File: src/rtl/muldiv_arbiter_if.sv
`default_nettype none
// ============================================================================
// Module   : muldiv_arbiter_if
// Brief    : Handshake/operand bus between the lane arbiter and the shared
//            multiply/divide unit.
// Revision : 1.0
// ============================================================================
interface muldiv_arbiter_if #(
  parameter int W = 32
);
  logic         unit_start;
  logic [W-1:0] unit_a;
  logic [W-1:0] unit_b;
  logic         unit_div;
  logic         unit_signed;
  logic         unit_kill;
  logic         unit_done;
  logic [W-1:0] unit_hi;
  logic [W-1:0] unit_lo;

  modport master (
    output unit_start, unit_a, unit_b, unit_div, unit_signed, unit_kill,
    input  unit_done, unit_hi, unit_lo
  );

  modport slave (
    input  unit_start, unit_a, unit_b, unit_div, unit_signed, unit_kill,
    output unit_done, unit_hi, unit_lo
  );
endinterface
`default_nettype wire

File: src/rtl/muldiv_arbiter.sv
`default_nettype none
// ============================================================================
// Module   : muldiv_arbiter
// Brief    : Sequences the shared mul/div unit between two execute lanes,
//            older lane 1 first, and holds each lane's HI/LO until advance.
// Revision : 1.0
// ============================================================================
module muldiv_arbiter #(
  parameter int W       = 32,
  parameter int TIMEOUT = 64
) (
  input  logic           clk,
  input  logic           reset,
  input  logic           flush,
  input  logic           advance,
  input  logic [1:0]     req,
  input  logic [1:0]     is_div,
  input  logic [1:0]     is_signed,
  input  logic [W-1:0]   srca1,
  input  logic [W-1:0]   srcb1,
  input  logic [W-1:0]   srca0,
  input  logic [W-1:0]   srcb0,
  muldiv_arbiter_if.master unit,
  output logic [1:0]     done,
  output logic [W-1:0]   hi1,
  output logic [W-1:0]   lo1,
  output logic [W-1:0]   hi0,
  output logic [W-1:0]   lo0,
  output logic           busy,
  output logic           err
);

  localparam int CNT_W = $clog2(TIMEOUT + 1);

  typedef enum logic [1:0] {
    IDLE = 2'd0,
    RUN  = 2'd1,
    HOLD = 2'd2
  } state_t;

  state_t           r_state;
  logic [CNT_W-1:0] r_cnt;
  logic             r_lane;
  logic [1:0]       w_pending;
  logic             w_other_pending;

  assign w_pending       = req & ~done;
  assign busy            = |w_pending;
  assign w_other_pending = r_lane ? w_pending[0] : w_pending[1];

  always_ff @(posedge clk or negedge reset) begin
    if (!reset) begin
      r_state          <= IDLE;
      r_cnt            <= '0;
      r_lane           <= 1'b0;
      done             <= 2'b00;
      hi1              <= '0;
      lo1              <= '0;
      hi0              <= '0;
      lo0              <= '0;
      err              <= 1'b0;
      unit.unit_start  <= 1'b0;
      unit.unit_kill   <= 1'b0;
      unit.unit_a      <= '0;
      unit.unit_b      <= '0;
      unit.unit_div    <= 1'b0;
      unit.unit_signed <= 1'b0;
    end else begin
      unit.unit_start <= 1'b0;
      unit.unit_kill  <= 1'b0;
      if (flush) begin
        // A unit_done landing with the flush is dropped along with the work.
        r_state        <= IDLE;
        r_cnt          <= '0;
        done           <= 2'b00;
        unit.unit_kill <= (r_state == RUN);
      end else begin
        case (r_state)
          IDLE: begin
            if (|w_pending) begin
              r_lane           <= w_pending[1];
              unit.unit_a      <= w_pending[1] ? srca1 : srca0;
              unit.unit_b      <= w_pending[1] ? srcb1 : srcb0;
              unit.unit_div    <= w_pending[1] ? is_div[1] : is_div[0];
              unit.unit_signed <= w_pending[1] ? is_signed[1] : is_signed[0];
              unit.unit_start  <= 1'b1;
              r_cnt            <= '0;
              r_state          <= RUN;
            end else if (|req) begin
              r_state <= HOLD;
            end
          end
          RUN: begin
            if (unit.unit_done) begin
              if (r_lane) begin
                hi1     <= unit.unit_hi;
                lo1     <= unit.unit_lo;
                done[1] <= 1'b1;
              end else begin
                hi0     <= unit.unit_hi;
                lo0     <= unit.unit_lo;
                done[0] <= 1'b1;
              end
              r_state <= w_other_pending ? IDLE : HOLD;
            end else if (r_cnt == CNT_W'(TIMEOUT - 1)) begin
              // Hung op: abort and let IDLE re-grant the same lane.
              err            <= 1'b1;
              unit.unit_kill <= 1'b1;
              r_cnt          <= '0;
              r_state        <= IDLE;
            end else begin
              r_cnt <= r_cnt + 1'b1;
            end
          end
          HOLD: begin
            if (advance) begin
              done    <= 2'b00;
              r_state <= IDLE;
            end
          end
          default: r_state <= IDLE;
        endcase
      end
    end
  end

endmodule
`default_nettype wire

File: src/flat_wrapper.sv
// flat-port wrapper written by rule: the top's interface ports become plain ports
module muldiv_arbiter_flat 
#(
  parameter int W       = 32,
  parameter int TIMEOUT = 64
)
  (clk, reset, flush, advance, req, is_div, is_signed, srca1, srcb1, srca0, srcb0, done, hi1, lo1, hi0, lo0, busy, err, unit_unit_start, unit_unit_a, unit_unit_b, unit_unit_div, unit_unit_signed, unit_unit_kill, unit_unit_done, unit_unit_hi, unit_unit_lo);
  muldiv_arbiter_if #(.W(W)) unit_i ();
  input  logic clk;
  input  logic reset;
  input  logic flush;
  input  logic advance;
  input  logic [1:0] req;
  input  logic [1:0] is_div;
  input  logic [1:0] is_signed;
  input  logic [W-1:0] srca1;
  input  logic [W-1:0] srcb1;
  input  logic [W-1:0] srca0;
  input  logic [W-1:0] srcb0;
  output logic [1:0] done;
  output logic [W-1:0] hi1;
  output logic [W-1:0] lo1;
  output logic [W-1:0] hi0;
  output logic [W-1:0] lo0;
  output logic busy;
  output logic err;
  output wire logic [$bits(unit_i.unit_start)-1:0] unit_unit_start;
  output wire logic [$bits(unit_i.unit_a)-1:0] unit_unit_a;
  output wire logic [$bits(unit_i.unit_b)-1:0] unit_unit_b;
  output wire logic [$bits(unit_i.unit_div)-1:0] unit_unit_div;
  output wire logic [$bits(unit_i.unit_signed)-1:0] unit_unit_signed;
  output wire logic [$bits(unit_i.unit_kill)-1:0] unit_unit_kill;
  input wire logic [$bits(unit_i.unit_done)-1:0] unit_unit_done;
  input wire logic [$bits(unit_i.unit_hi)-1:0] unit_unit_hi;
  input wire logic [$bits(unit_i.unit_lo)-1:0] unit_unit_lo;
  assign unit_unit_start = unit_i.unit_start;
  assign unit_unit_a = unit_i.unit_a;
  assign unit_unit_b = unit_i.unit_b;
  assign unit_unit_div = unit_i.unit_div;
  assign unit_unit_signed = unit_i.unit_signed;
  assign unit_unit_kill = unit_i.unit_kill;
  assign unit_i.unit_done = unit_unit_done;
  assign unit_i.unit_hi = unit_unit_hi;
  assign unit_i.unit_lo = unit_unit_lo;
  muldiv_arbiter #(.W(W), .TIMEOUT(TIMEOUT)) u_core (.clk(clk), .reset(reset), .flush(flush), .advance(advance), .req(req), .is_div(is_div), .is_signed(is_signed), .srca1(srca1), .srcb1(srcb1), .srca0(srca0), .srcb0(srcb0), .unit(unit_i), .done(done), .hi1(hi1), .lo1(lo1), .hi0(hi0), .lo0(lo0), .busy(busy), .err(err));
endmodule
File: config.mk
export PLATFORM = sky130hd
export DESIGN_NAME = muldiv_arbiter_flat
export DESIGN_NICKNAME = d
export VERILOG_FILES = /design/src/rtl/muldiv_arbiter_if.sv /design/src/rtl/muldiv_arbiter.sv /design/src/flat_wrapper.sv
export SDC_FILE = /design/constraint.sdc
export NUM_CORES = 1
export LEC_CHECK = 0
export CAP_MARGIN = 20
export CORE_AREA = 2 2 157 159
export DETAILED_ROUTE_END_ITERATION = 10
export DIE_AREA = 0 0 159 161
export HOLD_SLACK_MARGIN = 0.06
export MAX_ROUTING_LAYER = met4
export PLACE_DENSITY_LB_ADDON = 0.25
export SLEW_MARGIN = 20
export SYNTH_ARGS = -nofsm -noshare
export SYNTH_HDL_FRONTEND = slang
export SYNTH_SLANG_ARGS = --single-unit
File: constraint.sdc
create_clock -name clk -period 4.65 [get_ports clk]
set_input_delay 0.93 -clock clk [delete_from_list [all_inputs] [get_ports clk]]
set_output_delay 0.93 -clock clk [all_outputs]
set_load 0.03 [all_outputs]
==> results of run 1 <==
cell families (layout without fill, tap and decap cells):
| family | count (synthesis) | in the layout | synth area share [%] |
|---|---|---|---|
| compound gates | 94 | 94 | 5.78 |
| xor+xnor | 1 | 1 | 0.0987 |
| fa+ha+maj | 1 | 1 | 0.141 |
| buf+inv | 45 | 458 | 4.02 |
| flops | 209 | 209 | 58.9 |
| mux | 195 | 195 | 26.3 |
| simple gates | 99 | 99 | 4.75 |
cells in the final DEF, fill, tap and decap left out, drive strengths merged, types with 4 or more instances in the layout:
master / Yosys / routed
inv: 6 / 7
clkinv: 0 / 4
nor2: 4 / 4
nand2: 77 / 77
dfrtp: 209 / 209
clkbuf: 11 / 33
a21oi: 5 / 5
nand3: 4 / 4
bufinv: 0 / 5
mux2: 128 / 128
clkdlybuf4s50: 0 / 401
mux2i: 67 / 67
o21ai: 75 / 75
buf: 28 / 8
worst max-delay path, cell delays in order:
cell	delay [ps]
clkdlybuf4s50_1	510
nand2b_1	130
nand2_1	90
clkdlybuf4s50_1	660
report_power, final:
part           leakage [uW]  switching [uW]  internal [uW]
clock network      0.000427             723           1300
registers           0.00258             445           2610
logic               0.00328            2530           2170
total               0.00629            3700           6080
routing by layer:
| metal | up-vias | share of wire (%) | track usage, % |
|---|---|---|---|
| li1 | 3050 | - | - |
| met5 | - | 0 | - |
| met3 | 26 | 6.7 | 3.95 |
| met4 | 0 | 1.7 | 4.21 |
| met1 | 3077 | 41 | 23.4 |
| met2 | 276 | 51 | 33.7 |
synth_stat cells, drive strengths merged:
cell type    n
a31oi        1
o211ai       1
inv          6
mux2       128
nor3         3
o21ai       75
o21a         1
ha           1
nor3b        1
dfrtp      209
nand3        4
nand2b       3
xnor2        1
a21o         3
mux2i       67
buf         28
clkbuf      11
or2          1
nand2       77
nor2         4
or3          2
nand4        1
a21oi        5
and2         1
nor2b        2
o31ai        3
o211a        2
o32ai        3
worst max path at each step:
stage / startpoint / to / slack [ps] / cells after the start
after floorplan: req[1] / busy / 1850 / 5
after global placement: flush / u_core.hi0[1]$_DFFE_PN0P_ / 1370 / 6
after detailed placement: flush / u_core.hi0[1]$_DFFE_PN0P_ / 1370 / 6
after CTS: req[0] / busy / 1380 / 4
after global routing: req[0] / busy / 1350 / 4
final: req[0] / busy / 1390 / 4
flip-flops by register name (all words and copies together) (netlist names), 2 cells and up:
| signal | cells |
|---|---|
| u_core.unit.unit_a | 32 |
| u_core.lo0 | 32 |
| u_core.r_cnt | 7 |
| u_core.hi0 | 32 |
| u_core.done | 2 |
| u_core.r_state | 2 |
| u_core.unit.unit_b | 32 |
| u_core.hi1 | 32 |
| u_core.lo1 | 32 |
area by class of cell:
cell class / instances / area share [%]
inverter: 6 / 0.161
clock buffer: 32 / 4.87
timing repair buffer: 410 / 29.5
multi-input combinational: 390 / 23.8
tap: 324 / 2.90
sequential: 209 / 37.5
clock inverter: 10 / 1.31
stage by stage:
stage / std cells / instance area [um2]
6_report: 1381 / 14000
5_1_grt: 1381 / 14000
3_5_place_dp: 1338 / 13100
4_1_cts: 1380 / 13900
2_1_floorplan: 644 / 8880
3_3_place_gp: 1338 / 13100
==> results.json, run 1 <==
{
  "fp-row-count": 57,
  "core_um2": 24000,
  "cts_max_path_buffers": 3,
  "firstDrtPassIters": 4,
  "area_growth_pct": 57.2,
  "place.gp.congestion": 0.816,
  "post_cts.repair.setup_buffers": 0,
  "setup_slack_ps": 1390,
  "required_ps": 3720,
  "power_leakage_uw": 0.00629,
  "r2r_start": "u_core.r_state[1]$_DFFE_PN0P_",
  "ys_ff_latch": 209,
  "worst_pin_slew_ps": 1090,
  "worstPathMaxFanout": 4,
  "ctsHoldBuffers": 0,
  "worst_ir_drop_vdd_uv": 356,
  "r2r_setup_slack_ps": 2470,
  "p_total_uw": 9780,
  "r2r-end": "u_core.hi0[1]$_DFFE_PN0P_",
  "dp_slack_ps": 1370,
  "wirelength_um": 24500,
  "cts-root-buf": "clkbuf_16",
  "ios": 403,
  "grt_pass1_wl_um": 37800,
  "syn_inst": 644,
  "yosys_warnings": 0,
  "min_period_over_period_pct": 70.1,
  "postRouteAntennaNets": 0,
  "layout.area.seq_um2": 5230,
  "path_class": "in2out",
  "io_buffers": 402,
  "fillCellCount": 2062,
  "fp.dieW_um": 159,
  "slew_violations": 0,
  "finClkSkew_ps": 6.61,
  "drt-initial-drc-count": 351,
  "synth_top_area_share_pct": 58.9,
  "grt_setup_unrepaired": "false",
  "fin_hold_ws_ps": 421,
  "hold_viol": 0,
  "worstHoldPathType": "in2async",
  "cts_resized": 0,
  "die_y_um": 161,
  "cts_buffers": 23,
  "cts_max_level": 1,
  "wl_per_cell_um": 17.7,
  "grt_start_max_net_pins": 120,
  "antenna_found_initial": 0,
  "powerDensity_nw_per_um2": 701,
  "antenna_cells": 0,
  "post-route-util_pct": 58.2,
  "dp_hpwl_um": 18400,
  "fin_tns_setup_ps": 0,
  "vias": 6429,
  "grt_pass1_vias": 6593,
  "status": "complete, no violations",
  "synth_area_leaders": "dfrtp_1 59%, mux2_4 10%, mux2_2 8.6%",
  "cts_sinks": 209,
  "vias_per_cell": 4.66,
  "drv_cap": 0,
  "critPathCaptureType": "output pin",
  "fin_crit_ps": 3260,
  "clkTransAtPathRegs_ps": 60,
  "multiInputGateArea_um2": 3320,
  "grt_overflow_total": 0,
  "yosysTopAreaCell": "dfrtp_1",
  "worstSkewPairLatency_ps": 500,
  "design.die.area_um2": 25600,
  "grt_use_total_pct": 19.3,
  "ys_seq_area_share_pct": 58.9,
  "arrival_ps": 2330,
  "slew-limit-headroom_pct": 27.6,
  "start_kind": "input port",
  "reg2reg_depth": 5,
  "fmaxAchievable_mhz": 307,
  "fin_nets": 1244,
  "setup_viol": 0,
  "tritoncts": "built",
  "drc_errors": 0,
  "initial_utilization_pct": 37.1,
  "syn_area_per_cell_um2": 13.8,
  "netlist_area_um2": 8880,
  "yosys.cell_types.count": 37,
  "drive_above_1_share_pct": 17.3,
  "synth_nets": 848
}
Note: power is estimated with default switching activity, not from simulation.
==> run 2: changes to the inputs <==
--- a/config.mk
+++ b/config.mk
@@ -6,9 +6,9 @@
 export NUM_CORES = 1
 export LEC_CHECK = 0
 export CAP_MARGIN = 20
-export CORE_AREA = 2 2 157 159
+export CORE_AREA = 2 2 158 160
 export DETAILED_ROUTE_END_ITERATION = 10
-export DIE_AREA = 0 0 159 161
+export DIE_AREA = 0 0 160 162
 export HOLD_SLACK_MARGIN = 0.06
 export MAX_ROUTING_LAYER = met4
 export PLACE_DENSITY_LB_ADDON = 0.25
==> constraint.sdc (replaced) <==
create_clock -name clk -period 3.2 [get_ports clk]
set_input_delay 0.64 -clock clk [delete_from_list [all_inputs] [get_ports clk]]
set_output_delay 0.64 -clock clk [all_outputs]
set_load 0.03 [all_outputs]
==> results.json, run 2 (synthesized netlist as in run 1, its figures left out) <==
{
  "cts_max_path_buffers": 3,
  "grt_use_total_pct": 18.9,
  "slew_violations": 0,
  "powerDensity_nw_per_um2": 993,
  "wl_per_cell_um": 17.6,
  "area_growth_pct": 56.3,
  "grt_pass1_wl_um": 37800,
  "grt_pass1_vias": 6640,
  "status": "complete, no violations",
  "fin_nets": 1248,
  "cts-root-buf": "clkbuf_16",
  "vias": 6407,
  "fin_crit_ps": 2720,
  "post_cts.repair.setup_buffers": 0,
  "fmaxAchievable_mhz": 368,
  "worst_pin_slew_ps": 737,
  "final_cells": 1381,
  "ios": 403,
  "cts_buffers": 23,
  "wirelength_um": 24400,
  "critPathCaptureType": "output pin",
  "cts_resized": 0,
  "place.gp.congestion": 0.809,
  "mostFrequentLayoutCells": "401 x clkdlybuf4s50_1, 209 x dfrtp_1, 76 x nand2_1",
  "dp_hpwl_um": 18100,
  "path_class": "in2out",
  "drt-initial-drc-count": 322,
  "final_common_cell": "clkdlybuf4s50_1",
  "worstPathMaxFanout": 4,
  "drive_above_1_share_pct": 16.9,
  "p_int_uw": 8500,
  "grt_setup_unrepaired": "false",
  "drc_errors": 0,
  "worst_ir_drop_vdd_uv": 454,
  "grt_overflow_total": 0,
  "finClkSkew_ps": 13.2,
  "drv_cap": 0,
  "initial_utilization_pct": 36.8,
  "cts_max_level": 1,
  "arrival_ps": 2080,
  "hold_viol": 0,
  "p_total_uw": 13800,
  "postRouteAntennaNets": 0,
  "fin_hold_ws_ps": 191,
  "io_buffers": 402,
  "die_y_um": 162,
  "numPlacedInstances": 1343,
  "crit_start": "req[0]",
  "antenna_cells": 0,
  "min_period_over_period_pct": 85.0,
  "start_kind": "input port",
  "firstDrtPassIters": 4,
  "tritoncts": "built",
  "clkPwrFrac_pct": 18.5,
  "required_ps": 2560,
  "worstSkewPairLatency_ps": 500,
  "grt_start_max_net_pins": 81,
  "fp.dieW_um": 160,
  "slew-limit-headroom_pct": 50.9,
  "fin_tns_setup_ps": 0,
  "fp-row-count": 57,
  "ctsHoldBuffers": 0,
  "post-route-util_pct": 57.6,
  "worstHoldPathType": "in2async",
  "power_switching_uw": 5280,
  "pwr-share-seq_pct": 32.2,
  "design.die.area_um2": 25900,
  "vias_per_cell": 4.64,
  "cts_sinks": 209,
  "r2r_start": "u_core.done[1]$_DFFE_PN0P_",
  "core_um2": 24100,
  "fillCellCount": 2063,
  "p_comb_share_pct": 49.3,
  "setup_viol": 0,
  "antenna_found_initial": 0,
  "p_sw_share_pct": 38.3,
  "power_leakage_uw": 0.00625,
  "clkTransAtPathRegs_ps": 60
}
==> run 2: cell types whose count changed in the layout (fill, tap and decap cells not counted), sizes merged <==
cell / change
bufinv: -3
clkinv: -1
buf: +4
==> run 2: worst paths after layout <==
path / end / slack [ps] / cells past startpoint
worst min register to register: u_core.err$_DFFE_PN0P_ / 460 / 1
worst max register to register: u_core.unit.unit_b[1]$_DFFE_PN0P_ / 980 / 6
worst max-delay path: busy / 480 / 4
max in group asynchronous: u_core.unit.unit_a[6]$_DFFE_PN0P_ / 2270 / 2
worst min-delay path: u_core.hi1[24]$_DFFE_PN0P_ / 190 / 1
min in group clk: u_core.err$_DFFE_PN0P_ / 460 / 1
==> run 2: power by group through the flow <==
stage	Clock (uW)	Combinational [uW]	Sequential, uW
after global routing	2760	7110	4590
final	2550	6800	4440
after CTS	2640	6880	4440
after detailed placement	0	6870	4470
after floorplan	0	1520	6700
after global placement	0	6800	4430
==> run 2: worst max-delay path: stages <==
cell	delay [ps]
clkdlybuf4s50_1	520
nand2b_1	140
nand2_1	100
clkdlybuf4s50_1	680
==> run 2: metrics by stage <==
| stage | setup slack, ps | cell area, um2 |
|---|---|---|
| 3_3_place_gp | 374 | 13200 |
| 5_1_grt | 395 | 13900 |
| 6_report | 481 | 13900 |
| 3_5_place_dp | 313 | 13200 |
| 2_1_floorplan | 984 | 8880 |
| 4_1_cts | 486 | 13900 |
==> run 2: metal layers <==
layer | part of all wire, % | up-vias | GRT usage [%]
met5 | 0 | - | -
met1 | 41 | 3057 | 22.9
met3 | 8.0 | 30 | 4.83
li1 | - | 3050 | -
met4 | 1.8 | 0 | 4.30
met2 | 49 | 270 | 32.1
==> run 2: final cells by class <==
class | count | area, um2 | share of cell area (%)
Sequential cell | 209 | 5230 | 37.7
Tap cell | 324 | 405 | 2.92
Clock inverter | 6 | 83.8 | 0.604
Inverter | 6 | 22.5 | 0.162
Clock buffer | 32 | 639 | 4.61
Timing Repair Buffer | 414 | 4180 | 30.1
Multi-Input combinational cell | 390 | 3320 | 23.9
==> run 3: changes to the inputs <==
==> constraint.sdc (replaced) <==
create_clock -name clk -period 2.9 [get_ports clk]
set_input_delay 0.58 -clock clk [delete_from_list [all_inputs] [get_ports clk]]
set_output_delay 0.58 -clock clk [all_outputs]
set_load 0.03 [all_outputs]
==> results.json, run 3 (synthesized netlist as in run 1, its figures left out) <==
{
  "clkTransAtPathRegs_ps": 60,
  "power_leakage_uw": 0.00630,
  "die_y_um": 162,
  "power_switching_uw": 5940,
  "finClkSkew_ps": 14.0,
  "drive_above_1_share_pct": 17.8,
  "max_stage_delay_ps": 750,
  "fin_nets": 1251,
  "grt_use_total_pct": 18.7,
  "drc_errors": 0,
  "status": "complete, no violations",
  "pwr-share-seq_pct": 31.9,
  "hold_viol": 0,
  "vias_per_cell": 4.64,
  "holdPathStages": 1,
  "arrival_ps": 1680,
  "ios": 403,
  "grt_pass1_wl_um": 37400,
  "io_buffers": 402,
  "antenna_found_initial": 2,
  "clkPwrFrac_pct": 19.6,
  "wirelength_um": 24300,
  "place.gp.congestion": 0.805,
  "drt-initial-drc-count": 222,
  "critPathCaptureType": "output pin",
  "design.die.area_um2": 25900,
  "p_comb_share_pct": 48.6,
  "fin_tns_setup_ps": 0,
  "start_kind": "flip-flop",
  "slew-limit-headroom_pct": 64.9,
  "final_common_cell": "clkdlybuf4s50_1",
  "setup_slack_ps": 642,
  "drv_cap": 0,
  "core_um2": 24100,
  "grt_overflow_total": 0,
  "mostFrequentLayoutCells": "400 x clkdlybuf4s50_1, 209 x dfrtp_1, 76 x nand2_1",
  "path_class": "reg2out",
  "grt_setup_unrepaired": "false",
  "post-route-util_pct": 58.1,
  "firstDrtPassIters": 4,
  "setup_viol": 0,
  "slowest_stage": "clkdlybuf4s50_1",
  "area_growth_pct": 57.7,
  "p_sw_share_pct": 38.5,
  "slew_violations": 0,
  "final_cell_area_um2": 14000,
  "reg2reg_depth": 5,
  "worstPathMaxFanout": 5,
  "cts_buffers": 25,
  "tritoncts": "built",
  "wl_per_cell_um": 17.5,
  "dp_hpwl_um": 18100,
  "fp.dieW_um": 160,
  "placed_area_um2": 13200,
  "fp-row-count": 57,
  "min_period_over_period_pct": 77.9,
  "fmaxAchievable_mhz": 443,
  "cts_sinks": 209,
  "cts_max_level": 1,
  "grt_pass1_vias": 6698,
  "worstHoldPathType": "reg2reg",
  "required_ps": 2320,
  "worst-path-stages": 1,
  "grt_start_max_net_pins": 67,
  "crit_buf_inv": 1,
  "p_int_uw": 9490,
  "postRouteAntennaNets": 0,
  "path_cells": "clkdlybuf4s50_1",
  "worst_ir_drop_vdd_uv": 514,
  "worstSkewPairLatency_ps": 510,
  "critPathTopFamily": "buffers and inverters",
  "dp_slack_ps": 289,
  "vias": 6458,
  "initial_utilization_pct": 36.8,
  "fin_crit_ps": 2260,
  "cts-root-buf": "clkbuf_16",
  "powerDensity_nw_per_um2": 1100,
  "cts_max_path_buffers": 3,
  "worst_pin_slew_ps": 527
}
run 3: final timing paths:
kind / start / end / slack [ps]
max in group asynchronous: reset / u_core.hi0[19]$_DFFE_PN0P_ / 1580
worst max-delay path: u_core.done[1]$_DFFE_PN0P_ / done[1] / 640
min in group asynchronous: reset / u_core.hi0[23]$_DFFE_PN0P_ / 590
worst min register to register: u_core.err$_DFFE_PN0P_ / u_core.err$_DFFE_PN0P_ / 460
worst min-delay path: u_core.err$_DFFE_PN0P_ / u_core.err$_DFFE_PN0P_ / 460
worst max register to register: u_core.r_state[0]$_DFFE_PN0P_ / u_core.unit.unit_b[31]$_DFFE_PN0P_ / 990
run 3: repair_timing:
action                                 in CTS  in global routing
gates resized for setup                     0                  0
hold buffers                                1                  0
setup endpoints to repair                   0                  0
buffers inserted                            0                  0
endpoints found under the hold margin      49                  0
run 3: layout make-up:
cell class / instances / area (um2)
diodes: 2 / 5.00
clock inverters: 12 / 103
repair buffers: 415 / 4210
clock buffers: 33 / 706
well taps: 324 / 405
flip-flops and latches: 209 / 5230
inverters: 6 / 22.5
fillers: 2055 / 10100
multi-input cells: 390 / 3320
run 3: power by group through the flow:
stage	clock (uW)	sequential [uW]	combinational, uW
5_1_grt	3260	5090	7830
4_1_cts	3120	4930	7570
3_5_place_dp	0	4940	7570
2_1_floorplan	0	7390	1680
6_report	3020	4910	7490
3_3_place_gp	0	4910	7480
run 3: metal layers:
layer / vias up / track usage [%] / share of wire, %
met2: 274 / 32.0 / 49
met3: 43 / 5.03 / 8.1
met5: - / - / 0
met4: 0 / 5.00 / 2.4
met1: 3074 / 21.9 / 40
li1: 3067 / - / -
run 3: through the flow:
step | cells | power (uW) | hold slack [ps]
global route | 1391 | 16200 | 486
global placement | 1343 | 12400 | 445
detailed placement | 1343 | 12500 | 447
finish | 1391 | 15400 | 463
floorplan | 644 | 9070 | 284
CTS | 1389 | 15600 | 461
